### config.mk
export PLATFORM = sky130hd
export DESIGN_NAME = mp3_key_ctrl_flat
export DESIGN_NICKNAME = d
export VERILOG_FILES = /design/src/rtl/mp3_key_ctrl_if.sv /design/src/rtl/mp3_key_ctrl.sv /design/src/flat_wrapper.sv
export SDC_FILE = /design/constraint.sdc
export NUM_CORES = 1
export LEC_CHECK = 0
export ABC_AREA = 1
export BUFFER_PORTS_ARGS = -buffer_cell sky130_fd_sc_hd__buf_2
export CAP_MARGIN = 10
export CORE_AREA = 10 10 131 133
export DETAILED_ROUTE_END_ITERATION = 8
export DIE_AREA = 0 0 141 143
export PLACE_DENSITY_LB_ADDON = 0.12
export SYNTH_ARGS = -nofsm -noshare
export SYNTH_HDL_FRONTEND = slang
export SYNTH_SLANG_ARGS = --single-unit
### constraint.sdc
create_clock -name clk -period 2.2 [get_ports clk]
set_input_delay 0.22 -clock clk [delete_from_list [all_inputs] [get_ports clk]]
set_output_delay 0.22 -clock clk [all_outputs]
set_load 0.05 [all_outputs]
### src/rtl/mp3_key_ctrl_if.sv
// mp3_key_ctrl_if: front-panel bundle between the raw buttons / display / audio
// path (master side) and the key controller (slave side).
// Handshake: none of these signals use valid/ready; buttons are free-running
// raw levels, player state is a registered level, and o_track_chg / o_vol_chg
// are single-cycle strobes that mark the cycle in which the new value appears.
// dbg_state mirrors the controller FSM state for observation only.
interface mp3_key_ctrl_if #(
  parameter int TW = 3,
  parameter int VW = 4
);
  logic          i_next;
  logic          i_pre;
  logic          i_vol_plus;
  logic          i_vol_dec;
  logic          i_play;
  logic [TW-1:0] o_track;
  logic [VW-1:0] o_volume;
  logic          o_playing;
  logic          o_hl_next;
  logic          o_hl_pre;
  logic          o_hl_vol_plus;
  logic          o_hl_vol_dec;
  logic          o_track_chg;
  logic          o_vol_chg;
  logic [1:0]    dbg_state;

  modport master (
    output i_next, i_pre, i_vol_plus, i_vol_dec, i_play,
    input  o_track, o_volume, o_playing,
    input  o_hl_next, o_hl_pre, o_hl_vol_plus, o_hl_vol_dec,
    input  o_track_chg, o_vol_chg, dbg_state
  );

  modport slave (
    input  i_next, i_pre, i_vol_plus, i_vol_dec, i_play,
    output o_track, o_volume, o_playing,
    output o_hl_next, o_hl_pre, o_hl_vol_plus, o_hl_vol_dec,
    output o_track_chg, o_vol_chg, dbg_state
  );
endinterface

### src/rtl/mp3_key_ctrl.sv
// mp3_key_ctrl: debounces the five front-panel keys, arbitrates simultaneous
// presses (next > pre > vol_plus > vol_dec > play) and owns track / volume /
// play state plus the display highlight flags.
// Optional feature macro: MP3_KEY_CTRL_AUTOREPEAT_EN adds the REPEAT state that
// re-steps the volume while a volume key stays held.
// Key bit order everywhere: 0 next, 1 pre, 2 vol_plus, 3 vol_dec, 4 play.
module mp3_key_ctrl #(
  parameter int DEB_CYCLES  = 1000000,
  parameter int HOLD_CYCLES = 5000000,
  parameter int REP_CYCLES  = 10000000,
  parameter int NUM_TRACKS  = 8,
  parameter int VOL_MAX     = 15,
  parameter int VOL_INIT    = 8
) (
  input  logic           clk,
  input  logic           rst_n,
  mp3_key_ctrl_if.slave  key_if
);

  localparam int TW = $clog2(NUM_TRACKS);
  localparam int VW = $clog2(VOL_MAX + 1);
  localparam int DW = $clog2(DEB_CYCLES);
  localparam int HW = $clog2(HOLD_CYCLES);
  localparam logic [TW-1:0] TLAST = TW'(NUM_TRACKS - 1);
  localparam logic [VW-1:0] VMAX  = VW'(VOL_MAX);
  localparam logic [VW-1:0] VINIT = VW'(VOL_INIT);
  localparam logic [DW-1:0] DLAST = DW'(DEB_CYCLES - 1);
  localparam logic [HW-1:0] HLAST = HW'(HOLD_CYCLES - 1);

`ifdef MP3_KEY_CTRL_AUTOREPEAT_EN
  localparam int RW = $clog2(REP_CYCLES + 1);
  localparam logic [RW-1:0] RLAST = RW'(REP_CYCLES - 1);
  typedef enum logic [1:0] {S_IDLE = 2'd0, S_HOLD = 2'd1, S_REPEAT = 2'd2} state_t;
  logic [RW-1:0] rep_cnt_q, rep_cnt_d;
`else
  typedef enum logic [1:0] {S_IDLE = 2'd0, S_HOLD = 2'd1} state_t;
`endif

  state_t        state_q, state_d;
  logic [4:0]    raw;
  logic [4:0]    sync1_q, sync2_q, stable_q, stable_dly_q;
  logic [DW-1:0] deb_cnt_q [5];
  logic [4:0]    ev;
  logic [HW-1:0] hold_cnt_q, hold_cnt_d;
  logic [TW-1:0] track_q, track_d, track_nx, track_pv;
  logic [VW-1:0] vol_q, vol_d, vol_up, vol_dn;
  logic          playing_q, playing_d;
  logic [3:0]    hl_q, hl_d;
  logic          track_chg_q, track_chg_d;
  logic          vol_chg_q, vol_chg_d;

  assign raw = {key_if.i_play, key_if.i_vol_dec, key_if.i_vol_plus,
                key_if.i_pre, key_if.i_next};

  // Synchronize each key, then accept a new level after DEB_CYCLES agreeing samples.
  always_ff @(posedge clk or negedge rst_n) begin
    if (!rst_n) begin
      sync1_q      <= '0;
      sync2_q      <= '0;
      stable_q     <= '0;
      stable_dly_q <= '0;
      for (int i = 0; i < 5; i++) deb_cnt_q[i] <= '0;
    end else begin
      sync1_q      <= raw;
      sync2_q      <= sync1_q;
      stable_dly_q <= stable_q;
      for (int i = 0; i < 5; i++) begin
        if (sync2_q[i] == stable_q[i]) begin
          deb_cnt_q[i] <= '0;
        end else if (deb_cnt_q[i] == DLAST) begin
          stable_q[i]  <= ~stable_q[i];
          deb_cnt_q[i] <= '0;
        end else begin
          deb_cnt_q[i] <= deb_cnt_q[i] + DW'(1);
        end
      end
    end
  end

  // Press events are rising edges of the debounced level; releases are ignored.
  assign ev = stable_q & ~stable_dly_q;

  // Wrapping track steps and saturating volume steps.
  always_comb begin
    track_nx = (track_q == TLAST) ? '0 : track_q + TW'(1);
    track_pv = (track_q == '0) ? TLAST : track_q - TW'(1);
    vol_up   = (vol_q == VMAX) ? vol_q : vol_q + VW'(1);
    vol_dn   = (vol_q == '0) ? vol_q : vol_q - VW'(1);
  end

  // Next-state: priority arbitration in IDLE, highlight timing in HOLD/REPEAT.
  always_comb begin
    state_d     = state_q;
    hold_cnt_d  = hold_cnt_q;
    track_d     = track_q;
    vol_d       = vol_q;
    playing_d   = playing_q;
    hl_d        = hl_q;
    track_chg_d = 1'b0;
    vol_chg_d   = 1'b0;
`ifdef MP3_KEY_CTRL_AUTOREPEAT_EN
    rep_cnt_d   = rep_cnt_q;
`endif
    case (state_q)
      S_IDLE: begin
        if (ev[0]) begin
          track_d = track_nx; track_chg_d = 1'b1;
          hl_d = 4'b0001; state_d = S_HOLD; hold_cnt_d = '0;
        end else if (ev[1]) begin
          track_d = track_pv; track_chg_d = 1'b1;
          hl_d = 4'b0010; state_d = S_HOLD; hold_cnt_d = '0;
        end else if (ev[2]) begin
          vol_d = vol_up; vol_chg_d = (vol_q != VMAX);
          hl_d = 4'b0100; state_d = S_HOLD; hold_cnt_d = '0;
        end else if (ev[3]) begin
          vol_d = vol_dn; vol_chg_d = (vol_q != '0);
          hl_d = 4'b1000; state_d = S_HOLD; hold_cnt_d = '0;
        end else if (ev[4]) begin
          playing_d = ~playing_q;
        end
      end
      S_HOLD: begin
        if (hold_cnt_q == HLAST) begin
`ifdef MP3_KEY_CTRL_AUTOREPEAT_EN
          if ((hl_q[2] && stable_q[2]) || (hl_q[3] && stable_q[3])) begin
            state_d = S_REPEAT; rep_cnt_d = '0;
          end else begin
            hl_d = 4'b0000; state_d = S_IDLE;
          end
`else
          hl_d = 4'b0000; state_d = S_IDLE;
`endif
        end else begin
          hold_cnt_d = hold_cnt_q + HW'(1);
        end
      end
`ifdef MP3_KEY_CTRL_AUTOREPEAT_EN
      S_REPEAT: begin
        if ((hl_q[2] && !stable_q[2]) || (hl_q[3] && !stable_q[3])) begin
          hl_d = 4'b0000; state_d = S_IDLE;
        end else if (rep_cnt_q == RLAST) begin
          if (hl_q[2]) begin
            vol_d = vol_up; vol_chg_d = (vol_q != VMAX);
          end else begin
            vol_d = vol_dn; vol_chg_d = (vol_q != '0);
          end
          state_d = S_HOLD; hold_cnt_d = '0;
        end else begin
          rep_cnt_d = rep_cnt_q + RW'(1);
        end
      end
`endif
      default: begin
        hl_d = 4'b0000; state_d = S_IDLE;
      end
    endcase
  end

  // Player state, flags and FSM registers.
  always_ff @(posedge clk or negedge rst_n) begin
    if (!rst_n) begin
      state_q     <= S_IDLE;
      hold_cnt_q  <= '0;
      track_q     <= '0;
      vol_q       <= VINIT;
      playing_q   <= 1'b0;
      hl_q        <= 4'b0000;
      track_chg_q <= 1'b0;
      vol_chg_q   <= 1'b0;
`ifdef MP3_KEY_CTRL_AUTOREPEAT_EN
      rep_cnt_q   <= '0;
`endif
    end else begin
      state_q     <= state_d;
      hold_cnt_q  <= hold_cnt_d;
      track_q     <= track_d;
      vol_q       <= vol_d;
      playing_q   <= playing_d;
      hl_q        <= hl_d;
      track_chg_q <= track_chg_d;
      vol_chg_q   <= vol_chg_d;
`ifdef MP3_KEY_CTRL_AUTOREPEAT_EN
      rep_cnt_q   <= rep_cnt_d;
`endif
    end
  end

  assign key_if.o_track       = track_q;
  assign key_if.o_volume      = vol_q;
  assign key_if.o_playing     = playing_q;
  assign key_if.o_hl_next     = hl_q[0];
  assign key_if.o_hl_pre      = hl_q[1];
  assign key_if.o_hl_vol_plus = hl_q[2];
  assign key_if.o_hl_vol_dec  = hl_q[3];
  assign key_if.o_track_chg   = track_chg_q;
  assign key_if.o_vol_chg     = vol_chg_q;
  assign key_if.dbg_state     = state_q;

endmodule
### src/flat_wrapper.sv
// flat-port wrapper written by rule: the top's interface ports become plain ports
module mp3_key_ctrl_flat 
#(
  parameter int DEB_CYCLES  = 1000000,
  parameter int HOLD_CYCLES = 5000000,
  parameter int REP_CYCLES  = 10000000,
  parameter int NUM_TRACKS  = 8,
  parameter int VOL_MAX     = 15,
  parameter int VOL_INIT    = 8
)
  (clk, rst_n, key_if_i_next, key_if_i_pre, key_if_i_vol_plus, key_if_i_vol_dec, key_if_i_play, key_if_o_track, key_if_o_volume, key_if_o_playing, key_if_o_hl_next, key_if_o_hl_pre, key_if_o_hl_vol_plus, key_if_o_hl_vol_dec, key_if_o_track_chg, key_if_o_vol_chg, key_if_dbg_state);
  mp3_key_ctrl_if key_if_i ();
  input  logic clk;
  input  logic rst_n;
  input wire logic [$bits(key_if_i.i_next)-1:0] key_if_i_next;
  input wire logic [$bits(key_if_i.i_pre)-1:0] key_if_i_pre;
  input wire logic [$bits(key_if_i.i_vol_plus)-1:0] key_if_i_vol_plus;
  input wire logic [$bits(key_if_i.i_vol_dec)-1:0] key_if_i_vol_dec;
  input wire logic [$bits(key_if_i.i_play)-1:0] key_if_i_play;
  output wire logic [$bits(key_if_i.o_track)-1:0] key_if_o_track;
  output wire logic [$bits(key_if_i.o_volume)-1:0] key_if_o_volume;
  output wire logic [$bits(key_if_i.o_playing)-1:0] key_if_o_playing;
  output wire logic [$bits(key_if_i.o_hl_next)-1:0] key_if_o_hl_next;
  output wire logic [$bits(key_if_i.o_hl_pre)-1:0] key_if_o_hl_pre;
  output wire logic [$bits(key_if_i.o_hl_vol_plus)-1:0] key_if_o_hl_vol_plus;
  output wire logic [$bits(key_if_i.o_hl_vol_dec)-1:0] key_if_o_hl_vol_dec;
  output wire logic [$bits(key_if_i.o_track_chg)-1:0] key_if_o_track_chg;
  output wire logic [$bits(key_if_i.o_vol_chg)-1:0] key_if_o_vol_chg;
  output wire logic [$bits(key_if_i.dbg_state)-1:0] key_if_dbg_state;
  assign key_if_i.i_next = key_if_i_next;
  assign key_if_i.i_pre = key_if_i_pre;
  assign key_if_i.i_vol_plus = key_if_i_vol_plus;
  assign key_if_i.i_vol_dec = key_if_i_vol_dec;
  assign key_if_i.i_play = key_if_i_play;
  assign key_if_o_track = key_if_i.o_track;
  assign key_if_o_volume = key_if_i.o_volume;
  assign key_if_o_playing = key_if_i.o_playing;
  assign key_if_o_hl_next = key_if_i.o_hl_next;
  assign key_if_o_hl_pre = key_if_i.o_hl_pre;
  assign key_if_o_hl_vol_plus = key_if_i.o_hl_vol_plus;
  assign key_if_o_hl_vol_dec = key_if_i.o_hl_vol_dec;
  assign key_if_o_track_chg = key_if_i.o_track_chg;
  assign key_if_o_vol_chg = key_if_i.o_vol_chg;
  assign key_if_dbg_state = key_if_i.dbg_state;
  mp3_key_ctrl #(.DEB_CYCLES(DEB_CYCLES), .HOLD_CYCLES(HOLD_CYCLES), .REP_CYCLES(REP_CYCLES), .NUM_TRACKS(NUM_TRACKS), .VOL_MAX(VOL_MAX), .VOL_INIT(VOL_INIT)) u_core (.clk(clk), .rst_n(rst_n), .key_if(key_if_i));
endmodule
==> qor.csv, run 1 <==
metric;value;unit
FMAX;580;MHz
vias in the first global route;6451;
final period utilization;78.4;%
Worst path most repeated cell;nand2_1;
drt wl/cell;12.4;µm
Layout Nets;1211;
Setup CP Type;flip-flop to flip-flop;
HP Class;input pin to async pin;
I/O pin cnt;23;
DIE AREA;20200;µm²
Critical Path Source Type;flip-flop;
critical path's slowest cell;dfrtp_1;
drc violations;0;
post-synthesis compound-gate area fraction;2.12;%
share of cells above drive strength 1;8.47;%
DP HPWL;12.3;mm
Final GP Congestion;0.878;
largest net degree at the start of global routing;59;
Cell Pwr Density;650;nW/µm²
H-tree levels;4;
starting density of the core;59.6;%
Worst Skew;0.00862;ns
Worst slew margin;63.5;%
post-route ant nets;0;
adder-cell share of the synthesized area;1.98;%
multi-input logic area;4070;µm²
Slew @ Worst Pin;0.548;ns
CP Capture Type;flip-flop;
sequential cell area fraction in the yosys report;46.0;%
# rows;44;
max-cap violation count;0;
CTS tree;done;
clk slew on worst S/H paths;0.06;ns
FILL cells;1252;
number of distinct library cells after synthesis;35;
Syn Inst Count;1148;
critical path, cell by cell;ha_1, nand3_1, nor2_1, nand3_2, nand2_4, nand2_1, nand2_1, nand2_1;
clock root cell;clkbuf_16;
DRT iter0 DRCs;554;
Slew Limit Fails;0;
CP max FO;27;
Hold-fix buffers, CTS;6;
Fin. Hold Viols;0;
total core area;14400;µm²
setup violators final;0;
Worst EP arrival;2.04;ns
clk_lat worst skew;0.43;ns
P&R area growth vs syn;11.9;%
Yosys reg bits;158;
RSZ-0062 raised after global routing;false;
clock sinks;158;
Port Buffers;21;
diodes inserted;0;
worst vdd ir;0.579;mV
buffer depth of the longest clock path;2;
Req. time, crit path;2.52;ns
Core Util, Final;66.7;%
Reg area;3960;µm²
mapped cell area;8600;µm²
LEAKAGE;0.00449;µW
Synth Warn #;0;
Die Wd;141;µm
Num CTS Buffers;17;
Post-Synth XOR/XNOR Area;6.82;%
Die H;143;µm
initial antenna violation count;0;
WL final;17.2;mm
mux contribution to synthesized area;0;%
syn nets;1168;
status;complete, no violations;
min Tclk post-route;1.73;ns
Via density;5.06;
first-pass GRT wire length;29.4;mm
post-CTS setup buffers;0;
GRT Util Overall;17.5;%
max incr delay on CP;0.39;ns
Synth Area in Simple Gates;36.4;%
grt ovf;0;
main combinational cell family by area after synthesis;simple AND/OR/NAND/NOR gates;
Vias;7030;
cts repair resizes;0;
drt first pass iters;5;
Sum Neg Setup Slack;0;ns
Avg Synthesized Cell Area;7.49;µm²
cell usage in the layout (no fill, tap or decap), drive strengths merged:
cell type      n
nor2         263
o21ai         17
inv          138
nand2        326
xnor2         21
clkinv         4
nand3         97
conb           1
dlygate4sd3    6
nand4         15
nor3          22
ha            12
dfrtp        157
bufinv         3
o211ai         3
or2            4
xor2          46
nand3b         6
o21bai         1
buf           26
clkinvlp       1
a21oi          9
a31oi          3
dfstp          1
and2           2
fa             1
clkbuf        19
kinds of logic after synthesis:
| kind of cell | count (synthesis) |
|---|---|
| flops | 158 |
| simple gates | 735 |
| compound gates | 33 |
| fa+ha+maj | 13 |
| other cells | 1 |
| buf+inv | 141 |
| xor+xnor | 67 |
final timing paths:
kind	start	endpoint	slack, ns	cells past startpoint
hold reg to reg	u_core.sync1_q[2]$_DFF_PN0_	u_core.sync2_q[2]$_DFF_PN0_	0.35	0
hold / removal	rst_n	u_core.deb_cnt_q[66]$_DFF_PN0_	0.32	2
setup reg to reg	u_core.hold_cnt_q[0]$_DFFE_PN0P_	u_core.hl_q[0]$_DFFE_PN0P_	0.47	8
min in group clk	u_core.sync1_q[2]$_DFF_PN0_	u_core.sync2_q[2]$_DFF_PN0_	0.35	0
max in group asynchronous	rst_n	u_core.deb_cnt_q[0]$_DFF_PN0_	1.22	3
setup / recovery	u_core.hold_cnt_q[0]$_DFFE_PN0P_	u_core.hl_q[0]$_DFFE_PN0P_	0.47	8
sequential cells by signal, indices dropped and copies added (netlist names):
signal and flops:
u_core.key_if.o_vol_chg 1, u_core.key_if.o_volume 4, u_core.key_if.dbg_state 1, u_core.deb_cnt_q 100
u_core.key_if.o_track_chg 1, u_core.sync2_q 5, u_core.stable_q 5, u_core.stable_dly_q 5
u_core.key_if.o_playing 1, u_core.hold_cnt_q 23, u_core.key_if.o_track 3, u_core.hl_q 4
u_core.sync1_q 5
critical path, delay by kind of cell, from the launching register on:
family	cells	cell delay [ns]
and+or+nand+nor	7	1.03
adders and majority gates	1	0.19
DFF	1	0.39
Yosys cell counts, drive strengths merged:
cell type	count	area (µm²)
clkbuf	1	3.75
fa	1	20.0
nor2	263	1050
o21ai	17	88.8
conb	1	3.75
a31oi	3	18.8
xnor2	21	184
nand2	326	1260
o21bai	1	7.51
inv	133	499
and2	2	12.5
dfstp	1	26.3
a21oi	9	45.0
xor2	46	403
ha	12	150
dfrtp	157	3930
buf	7	67.6
nand3	97	500
o211ai	3	22.5
nand4	15	93.8
or2	4	25.0
nand3b	6	45.0
nor3	22	141
report_power, final:
group / internal [µW] / total (µW) / switching, µW
clock network: 1870 / 3110 / 1240
registers: 2940 / 2960 / 26.8
logic: 52.3 / 177 / 125
final cells by class:
class / count / share of cell area [%]
Inverter: 133 / 5.19
Sequential cell: 158 / 41.1
Timing Repair Buffer: 32 / 2.43
Clock inverter: 13 / 1.85
Tap cell: 184 / 2.39
Multi-Input combinational cell: 849 / 42.3
Clock buffer: 19 / 4.71
through the flow:
stage	hold WS [ns]	area (µm²)	setup WS [ns]	total power (µW)	instances
after floorplan	-0.0756	8600	0.577	3090	1148
after global placement	0.229	8930	0.548	3190	1350
after detailed placement	0.229	8930	0.510	3190	1350
after CTS	0.339	9620	0.461	6330	1388
after global routing	0.356	9620	0.309	6480	1388
final	0.325	9620	0.475	6250	1388
layer usage:
metal | share of wire [%] | wire [µm] | GRT usage [%] | up-vias
met2 | 48 | 8200 | 28.2 | 130
met3 | 3.6 | 629 | 3.85 | 20
li1 | - | - | - | 3641
met4 | 1.0 | 179 | 5.65 | 0
met1 | 48 | 8240 | 22.8 | 3239
met5 | 0 | 0 | 0 | -
Power figures use the tool's default switching activity.
==> inputs of run 2 (changes only) <==
- clock period: 2.2 -> 1.8 ns (I/O delays scaled with it)
==> run 2 against run 1 <==
  * Final cell count grew 0.94%
  * Register-to-register slack lost 0.34 ns
  * Die area is the same
  * Critical endpoint is now u_core.deb_cnt_q[54]$_DFF_PN0_
  * Largest power group unchanged
  * Highest routed layer unchanged
==> qor.csv, run 2 (synthesis gave the netlist of run 1 again) <==
metric;value;unit
post-CTS setup buffers;0;
total power;7730;µW
drc violations;0;
FMAX;602;MHz
clk_lat worst skew;0.43;ns
CTS tree;done;
min Tclk post-route;1.66;ns
drt wl/cell;12.3;µm
starting density of the core;59.6;%
placed instance area;9030;µm²
Comb pwr share;2.9;%
Sum Neg Setup Slack;0;ns
Seq pwr share;46.9;%
Num CTS Buffers;17;
Worst Skew;0.00772;ns
final period utilization;92.3;%
Core Util, Final;67.6;%
most frequent cells in the layout;nand2_1, nor2_1, dfrtp_1, inv_1, nand3_1;
clock share of power;50.2;%
GRT Util Overall;18.2;%
post-route ant nets;0;
Via density;5.03;
critical path's slowest cell;dfrtp_1;
clk slew on worst S/H paths;0.06;ns
Worst EP arrival;1.98;ns
worst vdd ir;0.769;mV
P&R area growth vs syn;13.4;%
Layout Nets;1224;
initial antenna violation count;0;
Largest regs;u_core.deb_cnt_q: 100 flops, u_core.hold_cnt_q: 23 flops;
grt ovf;0;
HP Class;input pin to async pin;
# rows;44;
FILL cells;1246;
setup violators final;0;
max-cap violation count;0;
Slew Limit Fails;0;
critical path, cell by cell;ha_1, inv_1, nor3_2, nand3_1, nand2_4, inv_1, nand2_1, nor2_1;
Fin. Hold Viols;0;
Top reg by flops;u_core.deb_cnt_q;
CP bufs+invs;2;
WHS;0.257;ns
DIE AREA;20200;µm²
H-tree levels;4;
status;complete, no violations;
Die H;143;µm
WL final;17.3;mm
Req. time, crit path;2.12;ns
Slew @ Worst Pin;0.550;ns
Setup CP Type;flip-flop to flip-flop;
max reg flops;100;
Final GP Congestion;0.902;
Psw;1660;µW
LEAKAGE;0.00455;µW
max incr delay on CP;0.42;ns
Cell Pwr Density;793;nW/µm²
Port Buffers;21;
internal cell power;6070;µW
Die Wd;141;µm
post-route cell area;9750;µm²
vias in the first global route;6829;
CP max FO;8;
Worst path most repeated cell;inv_1;
total core area;14400;µm²
DRT iter0 DRCs;400;
buffer depth of the longest clock path;2;
CP Capture Type;flip-flop;
CP delay by family, top;simple AND/OR/NAND/NOR gates;
Vias;7052;
most common cell after layout, fill and taps aside;nand2_1;
clock sinks;158;
first-pass GRT wire length;30.8;mm
drt first pass iters;5;
I/O pin cnt;23;
clock root cell;clkbuf_16;
share of cells above drive strength 1;9.53;%
Worst slew margin;63.3;%
Critical Path Source Type;flip-flop;
largest net degree at the start of global routing;55;
switching share of total power;21.5;%
DP HPWL;12.4;mm
diodes inserted;0;
## run 2: cell types whose count changed in the layout (fill, tap and decap cells not counted), moves of 2 or more
cell,change
nand2_2,-2
nand2_4,+2
buf_4,+13
clkbuf_1,+2
inv_8,-2
## run 2: stage by stage
step	std cells	setup WS, ns
6_report	1401	0.138
5_1_grt	1401	-0.00254
4_1_cts	1401	0.128
3_5_place_dp	1363	0.139
3_3_place_gp	1363	0.200
2_1_floorplan	1148	0.177
## run 2: worst reg2reg max path: stages, from the launching register on
cell     delay (ns)
dfrtp_1        0.42
ha_1           0.21
inv_1          0.08
nor3_2         0.24
nand3_1        0.21
nand2_4        0.16
inv_1          0.12
nand2_1        0.08
nor2_1         0.04
## run 2: routing by layer
metal	GRT usage [%]	vias to the layer above	share of wire [%]
met1	23.3	3264	48
met5	0	-	0
met3	4.58	18	3.3
met4	5.11	0	1.2
li1	-	3673	-
met2	30.0	97	47
## run 2: layout make-up
class / instances / area [µm²] / area share [%]
inverter: 133 / 499 / 5.12
timing repair buffer: 45 / 332 / 3.40
clock inverter: 11 / 179 / 1.84
tap: 184 / 230 / 2.36
sequential: 158 / 3960 / 40.6
clock buffer: 21 / 460 / 4.72
multi-input combinational: 849 / 4090 / 42.0
## run 2: timing repair
action,CTS,global route
endpoints found under the hold margin,53,0
setup endpoints to repair,0,13
resized for setup,0,5
hold buffers,6,0
## run 2: path summary, 6_finish.rpt
check / start / endpoint / slack (ns) / depth (start not counted)
min reg2reg: u_core.sync1_q[3]$_DFF_PN0_ / u_core.sync2_q[3]$_DFF_PN0_ / 0.35 / 0
max in group asynchronous: rst_n / u_core.key_if.o_volume[3]$_DFFE_PN1P_ / 0.85 / 3
max: u_core.deb_cnt_q[40]$_DFF_PN0_ / u_core.deb_cnt_q[54]$_DFF_PN0_ / 0.14 / 8
min: rst_n / u_core.deb_cnt_q[79]$_DFF_PN0_ / 0.26 / 2
max reg2reg: u_core.deb_cnt_q[40]$_DFF_PN0_ / u_core.deb_cnt_q[54]$_DFF_PN0_ / 0.14 / 8
min in group clk: u_core.sync1_q[3]$_DFF_PN0_ / u_core.sync2_q[3]$_DFF_PN0_ / 0.35 / 0
## run 2: power by group through the flow
stage	Sequential, µW	Clock [µW]	Combinational [µW]
3_5_place_dp	3690	0	218
4_1_cts	3620	3960	230
2_1_floorplan	3680	0	97.5
6_report	3620	3880	225
3_3_place_gp	3690	0	215
5_1_grt	3630	4110	261
==> inputs of run 3 (changes only) <==
- clock period: 1.8 -> 1.6 ns (I/O delays scaled with it)
==> run 3 against run 2 <==
  * Routed wire length is 5.2% higher
  * Sequential power increased by 12%
  * Die area unchanged
  * Core utilization is 1.5 points higher
  * Setup slack got worse by 0.066 ns
  * Via count is 1.9% higher
  * Final cell count up 1.3%
  * Clock skew is 0.0064 ns higher
  * Register-to-register slack worse by 0.07 ns
  * Clock power increased by 5.7%
  * Sequential share of layout area is 0.84 points lower
  * Clock-buffer cell count is 2 lower
  * Critical endpoint is now u_core.deb_cnt_q[56]$_DFF_PN0_
  * Largest cell class unchanged
  * Largest power group unchanged
==> qor.csv, run 3 (synthesis gave the netlist of run 1 again) <==
metric;value;unit
status;complete, no violations;
diodes inserted;0;
CP Capture Type;flip-flop;
Crit. Startpoint;u_core.deb_cnt_q[40]$_DFF_PN0_;
clock share of power;48.5;%
# rows;44;
max-cap violation count;0;
worst vdd ir;0.787;mV
DIE AREA;20200;µm²
largest net degree at the start of global routing;40;
drt wl/cell;12.8;µm
vias in the first global route;6603;
starting density of the core;59.6;%
min Tclk post-route;1.53;ns
Num CTS Buffers;17;
Req. time, crit path;1.93;ns
share of cells above drive strength 1;12.6;%
clock sinks;158;
Worst Skew;0.0141;ns
GRT Util Overall;18.2;%
total power;8440;µW
most frequent cells in the layout;nand2_1, nor2_1, dfrtp_1, inv_1, nand3_1;
LEAKAGE;0.00468;µW
first-pass GRT wire length;30.5;mm
max reg flops;100;
Final GP Congestion;0.898;
Via density;5.06;
Die Wd;141;µm
Top reg by flops;u_core.deb_cnt_q;
RR Endpoint;u_core.deb_cnt_q[56]$_DFF_PN0_;
drc violations;0;
Comb pwr share;3.3;%
R2R Path Start;u_core.deb_cnt_q[40]$_DFF_PN0_;
Critical Path Source Type;flip-flop;
FMAX;654;MHz
reg2reg path depth;8;
Worst EP arrival;1.86;ns
initial antenna violation count;0;
post-route ant nets;0;
internal cell power;6540;µW
CTS tree;done;
DRT iter0 DRCs;525;
drt first pass iters;7;
Layout Nets;1242;
Sum Neg Setup Slack;0;ns
Port Buffers;21;
most common cell after layout, fill and taps aside;nand2_1;
total core area;14400;µm²
clk slew on worst S/H paths;0.07;ns
Core Util, Final;69.0;%
Slew Limit Fails;0;
I/O pin cnt;23;
RSZ-0062 raised after global routing;true;
Cell Pwr Density;848;nW/µm²
H-tree levels;4;
Setup CP Type;flip-flop to flip-flop;
Worst Setup EP;u_core.deb_cnt_q[56]$_DFF_PN0_;
grt ovf;0;
HP Class;input pin to async pin;
Vias;7183;
switching share of total power;22.6;%
setup violators final;0;
buffer depth of the longest clock path;2;
P&R area growth vs syn;15.8;%
Fin. Hold Viols;0;
Die H;143;µm
DP HPWL;12.8;mm
CP max FO;5;
Psw;1900;µW
clk_lat worst skew;0.43;ns
Largest regs;u_core.deb_cnt_q: 100 flops, u_core.hold_cnt_q: 23 flops;
Seq pwr share;48.2;%
Reg2Reg Setup Slack;0.07;ns
final period utilization;95.5;%
WHS;0.219;ns
clock root cell;clkbuf_16;
WL final;18.2;mm
==> run 3: changes by cell type in the layout (fill, tap and decap cells not counted), moves of 3 or more <==
cell | previous run | this run
nor2_4 | 5 | 9
ha_1 | 12 | 9
nor2_2 | 12 | 17
nand3_2 | 4 | 7
buf_4 | 16 | 31
inv_6 | 2 | 6
ha_2 | 0 | 3
nand3_1 | 93 | 90
nor2_1 | 246 | 237
==> run 3: routing by layer <==
metal / GRT usage [%] / share of wire, %
met4: 5.05 / 0.68
met2: 30.3 / 49
met5: 0 / 0
met1: 23.4 / 47
met3: 3.81 / 3.1
==> run 3: what timing repair did <==
action	CTS	global route
hold buffers	6	0
setup buffers	0	3
setup endpoints to repair	0	60
gates resized for setup	0	29
hold endpoints to repair	102	0
==> run 3: how the worst min path moves through the flow <==
stage,from,slack [ns],end,depth (start not counted)
after floorplan,rst_n,-0.14,u_core.deb_cnt_q[0]$_DFF_PN0_,0
after global placement,rst_n,0.10,u_core.hold_cnt_q[15]$_DFFE_PN0P_,1
after detailed placement,rst_n,0.1,u_core.hold_cnt_q[15]$_DFFE_PN0P_,1
after CTS,rst_n,0.22,u_core.hl_q[0]$_DFFE_PN0P_,2
after global routing,rst_n,0.24,u_core.hl_q[0]$_DFFE_PN0P_,2
final,rst_n,0.22,u_core.stable_dly_q[1]$_DFF_PN0_,2
==> run 3: through the flow <==
stage / instance area, µm² / std cells / setup WS, ns
2_1_floorplan: 8600 / 1148 / 0.0128
3_3_place_gp: 9170 / 1378 / 0.101
3_5_place_dp: 9170 / 1378 / 0.0634
4_1_cts: 9830 / 1416 / 0.0555
5_1_grt: 9960 / 1419 / -0.0316
6_report: 9960 / 1419 / 0.0718
==> run 3: worst max-delay path, stage by stage, from the launching register on <==
cell	delay, ns
dfrtp_1	0.41
ha_2	0.21
inv_1	0.08
nor3_4	0.22
nand3_1	0.16
nand2_2	0.12
inv_1	0.11
nand2_1	0.08
nor2_1	0.04
==> run 3: layout make-up <==
type                            instances  area, µm²
Sequential cell                       158       3960
Multi-Input combinational cell        849       4170
Timing Repair Buffer                   63        495
Fill cell                            1238       4460
Tap cell                              184        230
Clock inverter                         13        149
Clock buffer                           19        453
Inverter                              133        499
==> run 3: power by group through the flow <==
stage	combinational, µW	sequential [µW]	clock (µW)
finish	276	4070	4100
global route	319	4070	4370
CTS	276	4070	4190
detailed placement	262	4140	0
global placement	260	4140	0
floorplan	110	4140	0
